$ cat src/rtl/mips_cpu_bus_branch_unit.sv
// Registered branch/jump resolution with delay-slot sequencing and a stall-aware redirect.
// Optional return-address stack checking JR $31 targets is built when BRANCH_RAS_EN is defined.
module mips_cpu_bus_branch_unit #(
  parameter int XLEN        = 32,
  parameter int DELAY_SLOTS = 1,
  parameter int RAS_DEPTH   = 4
) (
  input  logic            clk,
  input  logic            rst_n,
  input  logic            instr_valid,
  input  logic            stall,
  input  logic [31:0]     instr,
  input  logic [XLEN-1:0] pc,
  input  logic [XLEN-1:0] rs_data,
  input  logic [XLEN-1:0] rt_data,
  output logic            link_en,
  output logic [4:0]      link_dest,
  output logic [XLEN-1:0] link_data,
  output logic            redirect,
  output logic [XLEN-1:0] redirect_pc,
  output logic            slot_pending,
  output logic            addr_err,
  output logic            slot_err,
  output logic            ras_mispredict,
  output logic            ras_empty
);

  if (XLEN < 32 || (DELAY_SLOTS != 0 && DELAY_SLOTS != 1) || RAS_DEPTH < 2 ||
      (RAS_DEPTH & (RAS_DEPTH - 1)) != 0) begin : g_param_err
    $error("mips_cpu_bus_branch_unit: unsupported parameter set");
  end

  localparam bit HAS_SLOT = (DELAY_SLOTS != 0);

  typedef enum logic [0:0] {
    ST_IDLE = 1'b0,
    ST_PEND = 1'b1
  } state_t;

  state_t          state_r;
  state_t          state_nxt_s;
  logic [XLEN-1:0] target_r;
  logic            redirect_r;
  logic [XLEN-1:0] redirect_pc_r;
  logic            addr_err_r;
  logic            slot_err_r;

  logic [5:0]      op_s;
  logic [5:0]      fn_s;
  logic [4:0]      rt_f_s;
  logic            is_jr_s;
  logic            is_jalr_s;
  logic            is_jmp_s;
  logic            is_jal_s;
  logic            is_br_s;
  logic            is_bal_s;
  logic            br_cond_s;
  logic            rs_neg_s;
  logic            rs_zero_s;
  logic            is_ctl_s;
  logic            misal_s;
  logic            taken_s;
  logic [XLEN-1:0] pc4_s;
  logic [XLEN-1:0] br_tgt_s;
  logic [XLEN-1:0] jmp_tgt_s;
  logic [XLEN-1:0] tgt_s;
  logic            link_cand_s;
  logic [4:0]      dest_s;
  logic            acc_s;
  logic            in_slot_s;
  logic            link_en_s;
  logic            fire_s;
  logic [XLEN-1:0] fire_pc_s;
  logic            latch_s;
  logic            aerr_s;
  logic            serr_s;

  assign op_s      = instr[31:26];
  assign fn_s      = instr[5:0];
  assign rt_f_s    = instr[20:16];
  assign rs_neg_s  = rs_data[XLEN-1];
  assign rs_zero_s = (rs_data == {XLEN{1'b0}});

  // Opcode decode and branch condition evaluation
  always_comb begin
    is_jr_s   = 1'b0;
    is_jalr_s = 1'b0;
    is_jmp_s  = 1'b0;
    is_jal_s  = 1'b0;
    is_br_s   = 1'b0;
    is_bal_s  = 1'b0;
    br_cond_s = 1'b0;
    case (op_s)
      6'd0: begin
        case (fn_s)
          6'd8:    is_jr_s   = 1'b1;
          6'd9:    is_jalr_s = 1'b1;
          default: is_jr_s   = 1'b0;
        endcase
      end
      6'd1: begin
        case (rt_f_s)
          5'd0: begin
            is_br_s   = 1'b1;
            br_cond_s = rs_neg_s;
          end
          5'd1: begin
            is_br_s   = 1'b1;
            br_cond_s = ~rs_neg_s;
          end
          5'd16: begin
            is_br_s   = 1'b1;
            is_bal_s  = 1'b1;
            br_cond_s = rs_neg_s;
          end
          5'd17: begin
            is_br_s   = 1'b1;
            is_bal_s  = 1'b1;
            br_cond_s = ~rs_neg_s;
          end
          default: is_br_s = 1'b0;
        endcase
      end
      6'd2: is_jmp_s = 1'b1;
      6'd3: begin
        is_jmp_s = 1'b1;
        is_jal_s = 1'b1;
      end
      6'd4: begin
        is_br_s   = 1'b1;
        br_cond_s = (rs_data == rt_data);
      end
      6'd5: begin
        is_br_s   = 1'b1;
        br_cond_s = (rs_data != rt_data);
      end
      6'd6: begin
        is_br_s   = 1'b1;
        br_cond_s = rs_neg_s | rs_zero_s;
      end
      6'd7: begin
        is_br_s   = 1'b1;
        br_cond_s = ~rs_neg_s & ~rs_zero_s;
      end
      default: is_br_s = 1'b0;
    endcase
  end

  assign pc4_s     = pc + XLEN'(32'd4);
  assign br_tgt_s  = pc4_s + {{(XLEN-18){instr[15]}}, instr[15:0], 2'b00};
  assign jmp_tgt_s = {pc4_s[XLEN-1:28], instr[25:0], 2'b00};

  assign is_ctl_s    = is_jr_s | is_jalr_s | is_jmp_s | is_br_s;
  // A misaligned register target is reported and the jump is dropped
  assign misal_s     = (is_jr_s | is_jalr_s) & (rs_data[1:0] != 2'b00);
  assign taken_s     = is_jmp_s | (is_br_s & br_cond_s) | ((is_jr_s | is_jalr_s) & ~misal_s);
  assign tgt_s       = (is_jr_s | is_jalr_s) ? rs_data : (is_jmp_s ? jmp_tgt_s : br_tgt_s);
  assign link_cand_s = is_jal_s | is_jalr_s | is_bal_s;
  assign dest_s      = is_jalr_s ? instr[15:11] : 5'd31;

  assign acc_s     = instr_valid & ~stall & ~redirect_r;
  assign in_slot_s = (state_r == ST_PEND);
  assign link_en_s = acc_s & link_cand_s & ~in_slot_s;

  assign link_en   = link_en_s;
  assign link_dest = link_en_s ? dest_s : 5'd0;
  assign link_data = pc + XLEN'(32'd8);

  // Delay-slot sequencing: decide redirect, target latch and error pulses
  always_comb begin
    state_nxt_s = state_r;
    fire_s      = 1'b0;
    fire_pc_s   = target_r;
    latch_s     = 1'b0;
    aerr_s      = 1'b0;
    serr_s      = 1'b0;
    if (acc_s) begin
      if (in_slot_s) begin
        fire_s      = 1'b1;
        fire_pc_s   = target_r;
        serr_s      = is_ctl_s;
        state_nxt_s = ST_IDLE;
      end else begin
        aerr_s = misal_s;
        if (taken_s && HAS_SLOT) begin
          latch_s     = 1'b1;
          state_nxt_s = ST_PEND;
        end else if (taken_s) begin
          fire_s    = 1'b1;
          fire_pc_s = tgt_s;
        end else begin
          state_nxt_s = ST_IDLE;
        end
      end
    end else begin
      state_nxt_s = state_r;
    end
  end

  // State, latched target, redirect handshake and error pulses
  always_ff @(posedge clk) begin
    if (!rst_n) begin
      state_r       <= ST_IDLE;
      target_r      <= {XLEN{1'b0}};
      redirect_r    <= 1'b0;
      redirect_pc_r <= {XLEN{1'b0}};
      addr_err_r    <= 1'b0;
      slot_err_r    <= 1'b0;
    end else begin
      addr_err_r <= aerr_s;
      slot_err_r <= serr_s;
      if (!stall) begin
        state_r    <= state_nxt_s;
        redirect_r <= fire_s;
        if (fire_s) begin
          redirect_pc_r <= fire_pc_s;
        end
        if (latch_s) begin
          target_r <= tgt_s;
        end
      end
    end
  end

  assign redirect     = redirect_r;
  assign redirect_pc  = redirect_pc_r;
  assign slot_pending = in_slot_s;
  assign addr_err     = addr_err_r;
  assign slot_err     = slot_err_r;

`ifdef BRANCH_RAS_EN
  localparam int PW = $clog2(RAS_DEPTH);
  localparam logic [PW-1:0] PTR_ONE  = PW'(1'b1);
  localparam logic [PW:0]   CNT_ONE  = (PW+1)'(1'b1);
  localparam logic [PW:0]   CNT_FULL = (PW+1)'(RAS_DEPTH);

  logic [XLEN-1:0] ras_mem_r [RAS_DEPTH];
  logic [PW-1:0]   ras_top_r;
  logic [PW:0]     ras_cnt_r;
  logic            ras_misp_r;
  logic            pop_cand_s;
  logic            pop_s;
  logic            push_s;
  logic [PW-1:0]   top_m1_s;
  logic [PW-1:0]   top_pop_s;
  logic [PW:0]     cnt_pop_s;
  logic            misp_s;

  assign pop_cand_s = (is_jr_s | is_jalr_s) & (instr[25:21] == 5'd31);
  assign pop_s      = acc_s & ~in_slot_s & pop_cand_s & (ras_cnt_r != {(PW+1){1'b0}});
  assign push_s     = link_en_s;
  assign top_m1_s   = ras_top_r - PTR_ONE;
  // Pop is applied before push so JALR $31 -> $31 replaces the top entry
  assign top_pop_s  = pop_s ? top_m1_s : ras_top_r;
  assign cnt_pop_s  = pop_s ? (ras_cnt_r - CNT_ONE) : ras_cnt_r;
  assign misp_s     = pop_s & (ras_mem_r[top_m1_s] != rs_data);

  // Return-address storage, written at the post-pop top
  always_ff @(posedge clk) begin
    if (push_s) begin
      ras_mem_r[top_pop_s] <= link_data;
    end
  end

  // Stack pointer, occupancy and mispredict pulse
  always_ff @(posedge clk) begin
    if (!rst_n) begin
      ras_top_r  <= {PW{1'b0}};
      ras_cnt_r  <= {(PW+1){1'b0}};
      ras_misp_r <= 1'b0;
    end else begin
      ras_misp_r <= misp_s;
      if (push_s) begin
        ras_top_r <= top_pop_s + PTR_ONE;
        ras_cnt_r <= (cnt_pop_s == CNT_FULL) ? CNT_FULL : (cnt_pop_s + CNT_ONE);
      end else begin
        ras_top_r <= top_pop_s;
        ras_cnt_r <= cnt_pop_s;
      end
    end
  end

  assign ras_mispredict = ras_misp_r;
  assign ras_empty      = (ras_cnt_r == {(PW+1){1'b0}});
`else
  assign ras_mispredict = 1'b0;
  assign ras_empty      = 1'b1;
`endif

endmodule

$ cat config.mk
export PLATFORM = sky130hd
export DESIGN_NAME = mips_cpu_bus_branch_unit
export DESIGN_NICKNAME = d
export VERILOG_FILES = /design/src/rtl/mips_cpu_bus_branch_unit.sv
export SDC_FILE = /design/constraint.sdc
export NUM_CORES = 1
export LEC_CHECK = 0
export BUFFER_PORTS_ARGS = -buffer_cell sky130_fd_sc_hd__buf_2
export CAP_MARGIN = 5
export CORE_MARGIN = 2
export CORE_UTILIZATION = 50
export CTS_CLUSTER_DIAMETER = 30
export CTS_CLUSTER_SIZE = 28
export DETAILED_ROUTE_END_ITERATION = 16
export PLACE_DENSITY = 0.86
export SLEW_MARGIN = 25
export SYNTH_ARGS = -nofsm -noshare
export SYNTH_HDL_FRONTEND = slang
export SYNTH_SLANG_ARGS = --single-unit
export TNS_END_PERCENT = 50
$ cat constraint.sdc
create_clock -name clk -period 9.35 [get_ports clk]
set_clock_uncertainty 0.1 [all_clocks]
set_input_delay 1.4025 -clock clk [delete_from_list [all_inputs] [get_ports clk]]
set_output_delay 1.4025 -clock clk [all_outputs]
set_load 0.05 [all_outputs]
After elaboration in Yosys (flattened, before gate mapping)

Index checks and enable logic that the tools add are counted.

Muxes and demuxes: 21
Bitwise logic cells: 24
Equality and inequality tests: 14
Reductions and logical operators: 15
$add $sub $neg: 3

Operator list:

| cell                  | count |
|---|---|
| $mux 32               | 2 |
| $add 32x3->32 const B | 1 |
| $add 32x32->32        | 1 |
| $add 32x4->32 const B | 1 |
| $eq 32x32->1          | 1 |
| $logic_not 32->1      | 1 |
| $ne 32x32->1          | 1 |
| $eq 6x3->1 const B    | 4 |
| $mux 1                | 14 |
| $eq 6x2->1 const B    | 2 |
| $eq 6x4->1 const B    | 2 |
| $eq 5x5->1 const B    | 2 |
| $mux 5                | 2 |
| $and 1x1->1           | 8 |
| $not 1->1             | 8 |
| $or 1x1->1            | 8 |
| $reduce_or 2->1       | 4 |
| $reduce_or 4->1       | 2 |
| $eq 6x1->1 const B    | 1 |
| $logic_not 6->1       | 1 |
| $reduce_and 2->1      | 3 |
| $eq 5x1->1 const B    | 1 |
| $logic_not 5->1       | 1 |
| $pmux 1 s5            | 1 |
| 4 further kinds       | 5 |

Word-level logic and storage cells: 83
Output and inout port bits: 76
Register bits: 68
Bits of input ports: 132

Longest topological paths before layout

Gate-level depths: netlist (run 1).

Depth after elaboration: 12
Depth in mapped cells: 18
Depth with buffers taken out: 18

Worst setup path after synthesis (run 1)

OpenSTA, ideal clock, no wires.

Path type: input port to output port
Start point: input instr[29]
End point: output link_dest[0]
Arrival: 3,814 ps
Buffers on the path: 1
Setup slack: 4,034 ps
Data required time: 7,847 ps
Stages: 6
Cell sequence: nor4_2 and4b_1 clkbuf_1 nand2_1 a21boi_1 o21a_1

Word-level cells in the longest chain between the ends: 7
Elaborated cells on any way between the ends: 12
Those cells by class: eq/ne: 2; mux: 5; bitwise: 4; reduce/logical: 1

RTL lines:

| what                                                 | RTL line | source |
|---|---|---|
| start, declared                                      | 12       | `input logic [31:0] instr,` |
| $eq 6x2->1 / $logic_not 6->1 (equally long branches) | 93       | `case (op_s)` |
| $mux 1                                               | 93       |  |
| $or 1x1->1                                           | 158      | `assign link_cand_s = is_jal_s \| is_jalr_s \| is_bal_s;` |
| $or 1x1->1 (*)                                       | 158      |  |
| $and 1x1->1 (*) (2 in series)                        | 163      | `assign link_en_s = acc_s & link_cand_s & ~in_slot_s;` |
| via link_en                                          | 16       | `output logic link_en,` |
| $mux 5 (*)                                           | 166      | `assign link_dest = link_en_s ? dest_s : 5'd0;` |
| end, declared                                        | 17       | `output logic [4:0] link_dest,` |

The timed path passes the listed nets; every way through them passes the cells marked *.

Worst setup path after layout (run 1)

Start point: input instr[29]
End point: output link_dest[0]

Word-level cells in the longest chain between the ends: 7
Elaborated cells on any way between the ends: 12
Those cells by class: eq/ne: 2; mux: 5; bitwise: 4; reduce/logical: 1

RTL lines:

| what                                                 | RTL line |
|---|---|
| $eq 6x2->1 / $logic_not 6->1 (equally long branches) | 93 |
| $mux 1                                               | 93 |
| $or 1x1->1 (2 in series)                             | 158 |
| $and 1x1->1 (2 in series)                            | 163 |
| $mux 5 (*)                                           | 166 |

Mark *: on every way between the ends. The rest lies on a longest branch, timed or not.

==> parameters.txt, run 1 <==
Parameter                              Value

Floorplan
  Placeable Area    12,000 sq um
  Die area    13,200 sq um
  Die span in x    between 100 and 150 microns
  # rows    40
  Height of the chip    115 microns
  Ports placed on the boundary    approximately 210
  Initial Utilization    51.0%

Finish
  Filler-free cell count of the finished design    around 1,200
  Area growth from synthesis to layout    22.0%
  Filler cell count    around 1,100
  Share of post-route cells with drive strength above 1    24.1%
  Utilization after layout    between 60 and 70%
  Post-layout nets    1,176

STA
  Post-layout worst setup margin    3840 ps
  Setup TNS    0 ps
  Slew Viols, Final    0
  Fin crit period    approximately 5500 ps
  Fmax    0.182 GHz
  Count of endpoints failing setup in the final report    0
  Slew headroom    38.8%
  RSZ-0062 raised after global routing    no
  Slew of the pin with the lowest slew margin    about 920 ps
  Share of the clock period used by the worst path    ~59%
  Total count of hold-check failures in the final report    0

Route
  Avg Vias per Cell    slightly below 6
  Detailed-route DRC error count    0
  Detailed Route Iter0 Violations    499
  Total via count in the routed design    6,792
  First-pass detailed-route iteration total    5
  Routed wire per std cell    17.1 microns
  Total detailed-routing wirelength    19,900 microns
  Residual antenna-violating net count after detailed routing    0

Critical path
  Biggest fanout along the worst timing path    17
  Number of buffers and inverters on the critical path    2
  Critical path endpoint    link_dest[0]
  Reg2Reg Capture Point    target_r[2]
  Critical path origin    instr[29]
  Setup slack of the most critical reg-to-reg path    6540 ps
  Cells along the critical path    buf_2 -> nor4_2 -> and4b_1 -> nand2_1 -> a21boi_1 -> o21a_1 -> buf_2
  Element type at the critical path end    output port
  Crit-path slowest cell    sky130_fd_sc_hd__and4b_1
  Worst R2R Path Depth    8
  CP required    7850 ps
  Setup crit start kind    input pin
  Top cell family by delay on the critical path    simple AND/OR/NAND/NOR gates
  Worst path depth    7
  CP arrival    4000 ps
  Crit path top cell by count    sky130_fd_sc_hd__buf_2
  Category of the most critical setup path    input pin to output port
  Largest stage delay on the critical path    730 ps
  R2R Path Start    redirect

Clocking
  CTS tree    built
  Post-cts gate resize count    0
  Sinks on Clock Net    68
  Clock-pin slew of the registers on the worst-case setup and hold paths    60 ps
  Depth of the CTS H-tree    3
  Buffers inserted by post-CTS timing repair    0
  CTS Buffer Depth    2
  Buffer type at the clock tree root    sky130_fd_sc_hd__clkbuf_16
  Worst-skew pair later-pin latency    about 320 ps
  Clock buffers created by TritonCTS    9
  Number of hold-repair buffers added at the cts stage    0

Synthesis
  Synth cell types    72
  Part of the Yosys area used for sequential elements    22.2%
  Synthesis-stage register bit count    68
  Simple-gate share of the synthesized area    approximately a quarter
  Synthesized net count    1,005
  Mean post-synth cell area    7.32 sq um
  Mux cell area share after synthesis    0.653%
  Adder and majority cell fraction of the synthesized area    around 7.5%
  Primary FF master, synth    sky130_fd_sc_hd__dfxtp_1
  Largest family of logic cells by synthesized area    simple AND/OR/NAND/NOR gates
  Post-synthesis compound-gate area fraction    about a quarter
  Post-synthesis share of cell area spent on xor and xnor gates    16.0%
  Cell area after technology mapping    6130 sq um
  Yosys warning total    0
  Async set-or-reset flop fraction in the synthesized netlist    0%
  Number of enable flip-flop cells after synthesis    0
  Count of mapped cells out of synthesis    837

Global routing
  Combined global-route utilization of all metal layers    ~29%
  Global-route wire length before repair    30,500 microns
  Maximum number of pins on one net before global-route repair    55
  Overflow left after global routing    0
  Met3 track demand over resource in global routing    under 10%
  Met2 usage in global routing    46.0%
  M1 GR Usage    between 30% and 40%
  Via count of the first global-routing pass    6,112
  Antenna violations before repair    1
  Most used routing layer    met2

Placed design
  RePlAce Congestion    0.904
  Post-detailed-placement half-perimeter wirelength    around 16,000 microns
  Number of cells after detailed placement    1,144
  Number of buffers added on ports    approximately 210
  Setup WS pre-CTS    3910 ps

Job
  Max Cap Viol    0

Power and ir drop
  Worst VDD drop    just over 0.00008 V
  Pleak    3.25 nW
  Final Power    0.957 mW
  Cell area power density    128 nW/um^2

Run status
  Outcome    completed

Worst hold path
  Class of the most critical hold timing path    register to register
  Cell depth of the worst min-delay path    2
-- how the worst min path moves through the flow --
stage                               start         endpoint
after floorplan              target_r[18]     target_r[18]
after global placement        target_r[1]   redirect_pc[1]
after detailed placement      target_r[1]   redirect_pc[1]
after CTS                 redirect_pc[27]  redirect_pc[27]
after global routing      redirect_pc[24]  redirect_pc[24]
final                      redirect_pc[4]   redirect_pc[4]
-- cell usage after synthesis, types with 8 or more instances --
cell                       number  share of area [%]
sky130_fd_sc_hd__a211oi_1      10                1.2
sky130_fd_sc_hd__a21o_1        13                1.6
sky130_fd_sc_hd__a21oi_1       80                6.5
sky130_fd_sc_hd__and3_1        10                1.0
sky130_fd_sc_hd__buf_2          8               0.65
sky130_fd_sc_hd__clkbuf_1      30                1.8
sky130_fd_sc_hd__dfxtp_1       68                 22
sky130_fd_sc_hd__ha_1          35                7.1
sky130_fd_sc_hd__inv_1         12               0.73
sky130_fd_sc_hd__nand2_1      152                9.3
sky130_fd_sc_hd__nand3_1       28                2.3
sky130_fd_sc_hd__nand4_1       17                1.7
sky130_fd_sc_hd__nor2_1        64                3.9
sky130_fd_sc_hd__nor3_1        10               0.82
sky130_fd_sc_hd__nor4_1        16                1.6
sky130_fd_sc_hd__o211ai_1      19                2.3
sky130_fd_sc_hd__o21a_1        11                1.3
sky130_fd_sc_hd__o21ai_0       29                2.4
sky130_fd_sc_hd__o22ai_1        8               0.82
sky130_fd_sc_hd__xnor2_1       51                7.3
sky130_fd_sc_hd__xor2_1        59                8.4
-- routing by layer --
layer	wire [microns]	vias to the layer above	share of wire, %
met5	0	-	0
met4	739	0	3.7
met2	8650	378	44
met1	8620	3034	43
li1	-	3333	-
met3	1840	47	9.3
-- sequential cells by signal, summed over array words and instances (netlist names) --
name,cells
target_r,32
slot_pending,1
redirect_pc,32
redirect,1
slot_err,1
addr_err,1
-- power by group --
part / internal (mW) / leakage (nW) / switching [mW]
registers: 0.292 / 0.548 / 0.00114
logic: 0.107 / 2.54 / 0.183
clock network: 0.248 / 0.158 / 0.125
total: 0.647 / 3.25 / 0.309
-- tightest hold or removal path, stage by stage (launching register included) --
cell and delay (ps):
sky130_fd_sc_hd__dfxtp_1 300, sky130_fd_sc_hd__nand2_1 50, sky130_fd_sc_hd__a21oi_1 50
-- final cells by class --
class                           count  area (sq um)  share of cell area [%]
Multi-Input combinational cell    708          4500                    60.1
Sequential cell                    68          1360                    18.2
Timing Repair Buffer              208          1050                    14.0
Clock buffer                       11           253                    3.38
Tap cell                          147           184                    2.46
Clock inverter                      5          83.8                    1.12
Inverter                           13          48.8                   0.652
Antenna cell                        2          5.00                  0.0669
-- through the flow --
stage                     instance area (sq um)  hold slack [ps]
after global routing                       7480              368
after detailed placement                   7140              343
final                                      7480              352
after CTS                                  7480              352
after global placement                     7140              339
after floorplan                            6130              325
-- placed cells by master (no fill, tap or decap), types with 4 or more instances in the layout --
master and n:
sky130_fd_sc_hd__buf_2 205, sky130_fd_sc_hd__nand2_1 151, sky130_fd_sc_hd__a21oi_1 80, sky130_fd_sc_hd__dfxtp_1 68
sky130_fd_sc_hd__nor2_1 64, sky130_fd_sc_hd__xor2_1 59, sky130_fd_sc_hd__xnor2_1 51, sky130_fd_sc_hd__ha_1 35
sky130_fd_sc_hd__o21ai_0 29, sky130_fd_sc_hd__nand3_1 28, sky130_fd_sc_hd__o211ai_1 19, sky130_fd_sc_hd__nand4_1 17
sky130_fd_sc_hd__nor4_1 16, sky130_fd_sc_hd__a21o_1 13, sky130_fd_sc_hd__inv_1 12, sky130_fd_sc_hd__o21a_1 11
sky130_fd_sc_hd__and3_1 10, sky130_fd_sc_hd__nor3_1 10, sky130_fd_sc_hd__a211oi_1 10, sky130_fd_sc_hd__clkbuf_16 9
sky130_fd_sc_hd__o22ai_1 8, sky130_fd_sc_hd__o21bai_1 6, sky130_fd_sc_hd__a311oi_1 6, sky130_fd_sc_hd__a31oi_1 6
sky130_fd_sc_hd__nor2b_1 5, sky130_fd_sc_hd__a211o_1 5, sky130_fd_sc_hd__and2_1 4, sky130_fd_sc_hd__o31ai_1 4
sky130_fd_sc_hd__mux2i_1 4
-- cell families (layout without fill, tap and decap cells) --
family,Yosys count,after routing
simple gates,333,333
compound gates,222,222
xor+xnor,111,111
flops,68,68
buf+inv,61,237
fa+ha+maj,36,36
mux,4,4
other cells,2,4
Power figures use the tool's default switching activity.
==> run 2: changes to the inputs <==
==> constraint.sdc (replaced) <==
create_clock -name clk -period 5.45 [get_ports clk]
set_clock_uncertainty 0.1 [all_clocks]
set_input_delay 0.8175 -clock clk [delete_from_list [all_inputs] [get_ports clk]]
set_output_delay 0.8175 -clock clk [all_outputs]
set_load 0.05 [all_outputs]
==> run 2 against run 1 <==
Effect of this change: clock-buffer cell count is 5 higher; sequential power rose by 72%; combinational power grew 72%.
==> parameters.txt, run 2 (synthesized netlist as in run 1, its figures left out) <==
Parameter                              Value

STA
  Slew of the pin with the lowest slew margin    approximately 1100 ps
  Count of endpoints failing setup in the final report    0
  Fmax    between 0.2 and 0.25 GHz
  Fin crit period    4280 ps
  Share of the clock period used by the worst path    78.6%
  Post-layout worst setup margin    1170 ps
  Slew Viols, Final    0
  Total count of hold-check failures in the final report    0
  Setup TNS    0 ps
  Slew headroom    29.0%
  Hold_ws    349 ps
  RSZ-0062 raised after global routing    no

Route
  Total detailed-routing wirelength    roughly 20,000 microns
  Avg Vias per Cell    5.87
  First-pass detailed-route iteration total    5
  Detailed route wirelength on metal3    just under 2000 microns
  Routed wire per std cell    approximately 17 microns
  Met2 layer wire length in the routed design    8660 microns
  Residual antenna-violating net count after detailed routing    0
  Detailed Route Iter0 Violations    599
  Met1 routed wirelength after detailed routing    approximately 8700 microns
  Total via count in the routed design    slightly below 7,000
  Detailed-route DRC error count    0
  Uppermost metal layer occupied by signal nets    met4

Global routing
  Global-route wire length before repair    around 31,000 microns
  Combined global-route utilization of all metal layers    between 20 and 30%
  Maximum number of pins on one net before global-route repair    55
  Via count of the first global-routing pass    6,127
  Overflow left after global routing    0
  Antenna violations before repair    3

Finish
  Area of all placed cells without fillers    7460 sq um
  Most frequent standard cell in the layout excluding fill and tap cells    sky130_fd_sc_hd__buf_2
  Post-layout nets    roughly 1,200
  Area growth from synthesis to layout    21.6%
  Most used cells in the layout excluding fill and tap cells    sky130_fd_sc_hd__buf_2 (205), sky130_fd_sc_hd__nand2_1 (151), sky130_fd_sc_hd__a21oi_1 (80), sky130_fd_sc_hd__dfxtp_1 (68), sky130_fd_sc_hd__nor2_1 (64)
  Share of post-route cells with drive strength above 1    24.0%

Clocking
  Clock buffers created by TritonCTS    9
  CTS Buffer Depth    2
  Post-cts gate resize count    0
  Worst-skew pair later-pin latency    330 ps
  Buffers inserted by post-CTS timing repair    0
  Number of hold-repair buffers added at the cts stage    0
  Depth of the CTS H-tree    3
  Buffer type at the clock tree root    sky130_fd_sc_hd__clkbuf_16
  Clock-pin slew of the registers on the worst-case setup and hold paths    50 ps
  CTS tree    built
  Sinks on Clock Net    68

Critical path
  CP required    5580 ps
  Reg2Reg Capture Point    target_r[30]
  Element type at the critical path end    register
  R2R Path Start    redirect
  CP arrival    4410 ps
  Setup slack of the most critical reg-to-reg path    around 2300 ps
  Setup crit start kind    input pin
  Category of the most critical setup path    input pin to register
  Worst R2R Path Depth    9
  Biggest fanout along the worst timing path    11

Worst hold path
  Source of the worst hold timing path    redirect_pc[0]
  Class of the most critical hold timing path    register to register
  Cell depth of the worst min-delay path    2
  Sink of the worst hold path    redirect_pc[0]

Floorplan
  Initial Utilization    51.0%
  Ports placed on the boundary    between 200 and 250
  # rows    40
  Height of the chip    115 microns
  Die area    13,200 sq um
  Die span in x    115 microns
  Placeable Area    12,000 sq um

Placed design
  Post-detailed-placement half-perimeter wirelength    about 16,000 microns
  RePlAce Congestion    0.921
  Number of buffers added on ports    205
  Placed cell areas    roughly 7000 sq um
  Setup WS pre-CTS    roughly 870 ps

Power and ir drop
  Cell area power density    211 nW/um^2
  Worst VDD drop    about 0.00012 V
  Pleak    3.24 nW

Job
  Max Cap Viol    0

Run status
  Outcome    completed
run 2: changes by cell type in the layout (fill, tap and decap cells not counted):
cell / previous run / this run
sky130_fd_sc_hd__buf_4: 3 / 4
sky130_fd_sc_hd__clkbuf_1: 0 / 2
sky130_fd_sc_hd__clkinv_4: 1 / 0
sky130_fd_sc_hd__clkinvlp_4: 2 / 0
sky130_fd_sc_hd__diode_2: 2 / 3
sky130_fd_sc_hd__bufinv_16: 2 / 0
sky130_fd_sc_hd__clkbuf_8: 2 / 5
run 2: metal layers:
layer  up-vias  track usage, %
li1       3319               -
met1      3076            40.7
met2       388            45.7
met3        52            4.90
met4         0            13.2
met5         -            1.48
run 2: worst max-delay path, cell delays in order:
cell and delay (ps):
sky130_fd_sc_hd__buf_2 210, sky130_fd_sc_hd__ha_1 220, sky130_fd_sc_hd__nand3_1 130, sky130_fd_sc_hd__nor2_1 190, sky130_fd_sc_hd__nand3_1 220, sky130_fd_sc_hd__nor2_1 400
sky130_fd_sc_hd__nand3_1 150, sky130_fd_sc_hd__xnor2_1 160, sky130_fd_sc_hd__ha_1 390, sky130_fd_sc_hd__and3_1 200, sky130_fd_sc_hd__a21boi_0 240, sky130_fd_sc_hd__o211ai_1 150
sky130_fd_sc_hd__nand3_1 90, sky130_fd_sc_hd__o21ai_0 190, sky130_fd_sc_hd__or3_1 390, sky130_fd_sc_hd__a32o_1 240
run 2: where the power goes:
part           switching [mW]  internal (mW)
Sequential            0.00180          0.501
Combinational           0.316          0.184
Clock                   0.203          0.370
run 2: layout make-up:
| class | instances | area (sq um) |
|---|---|---|
| clock buffers | 16 | 302 |
| flip-flops and latches | 68 | 1360 |
| inverters | 13 | 48.8 |
| diodes | 3 | 7.51 |
| repair buffers | 209 | 1060 |
| fillers | 1128 | 4550 |
| well taps | 147 | 184 |
| multi-input cells | 708 | 4500 |
run 2: worst max path at each step:
stage / start / endpoint / slack [ps] / depth (start not counted)
after CTS: pc[2] / target_r[25] / 1210 / 18
after global routing: pc[2] / target_r[30] / 800 / 16
after detailed placement: pc[2] / target_r[25] / 870 / 18
after global placement: pc[2] / target_r[30] / 950 / 16
final: pc[2] / target_r[30] / 1170 / 16
after floorplan: instr[29] / link_dest[0] / 1300 / 6
run 2: per-stage QoR:
stage / util [%] / total power [mW] / std cells
2_1_floorplan: - / 0.842 / 837
3_3_place_gp: 59.5 / 1.00 / 1145
3_5_place_dp: 59.5 / 1.00 / 1145
4_1_cts: 62.0 / 1.57 / 1161
5_1_grt: 62.0 / 1.63 / 1161
6_report: 62.1 / 1.58 / 1164
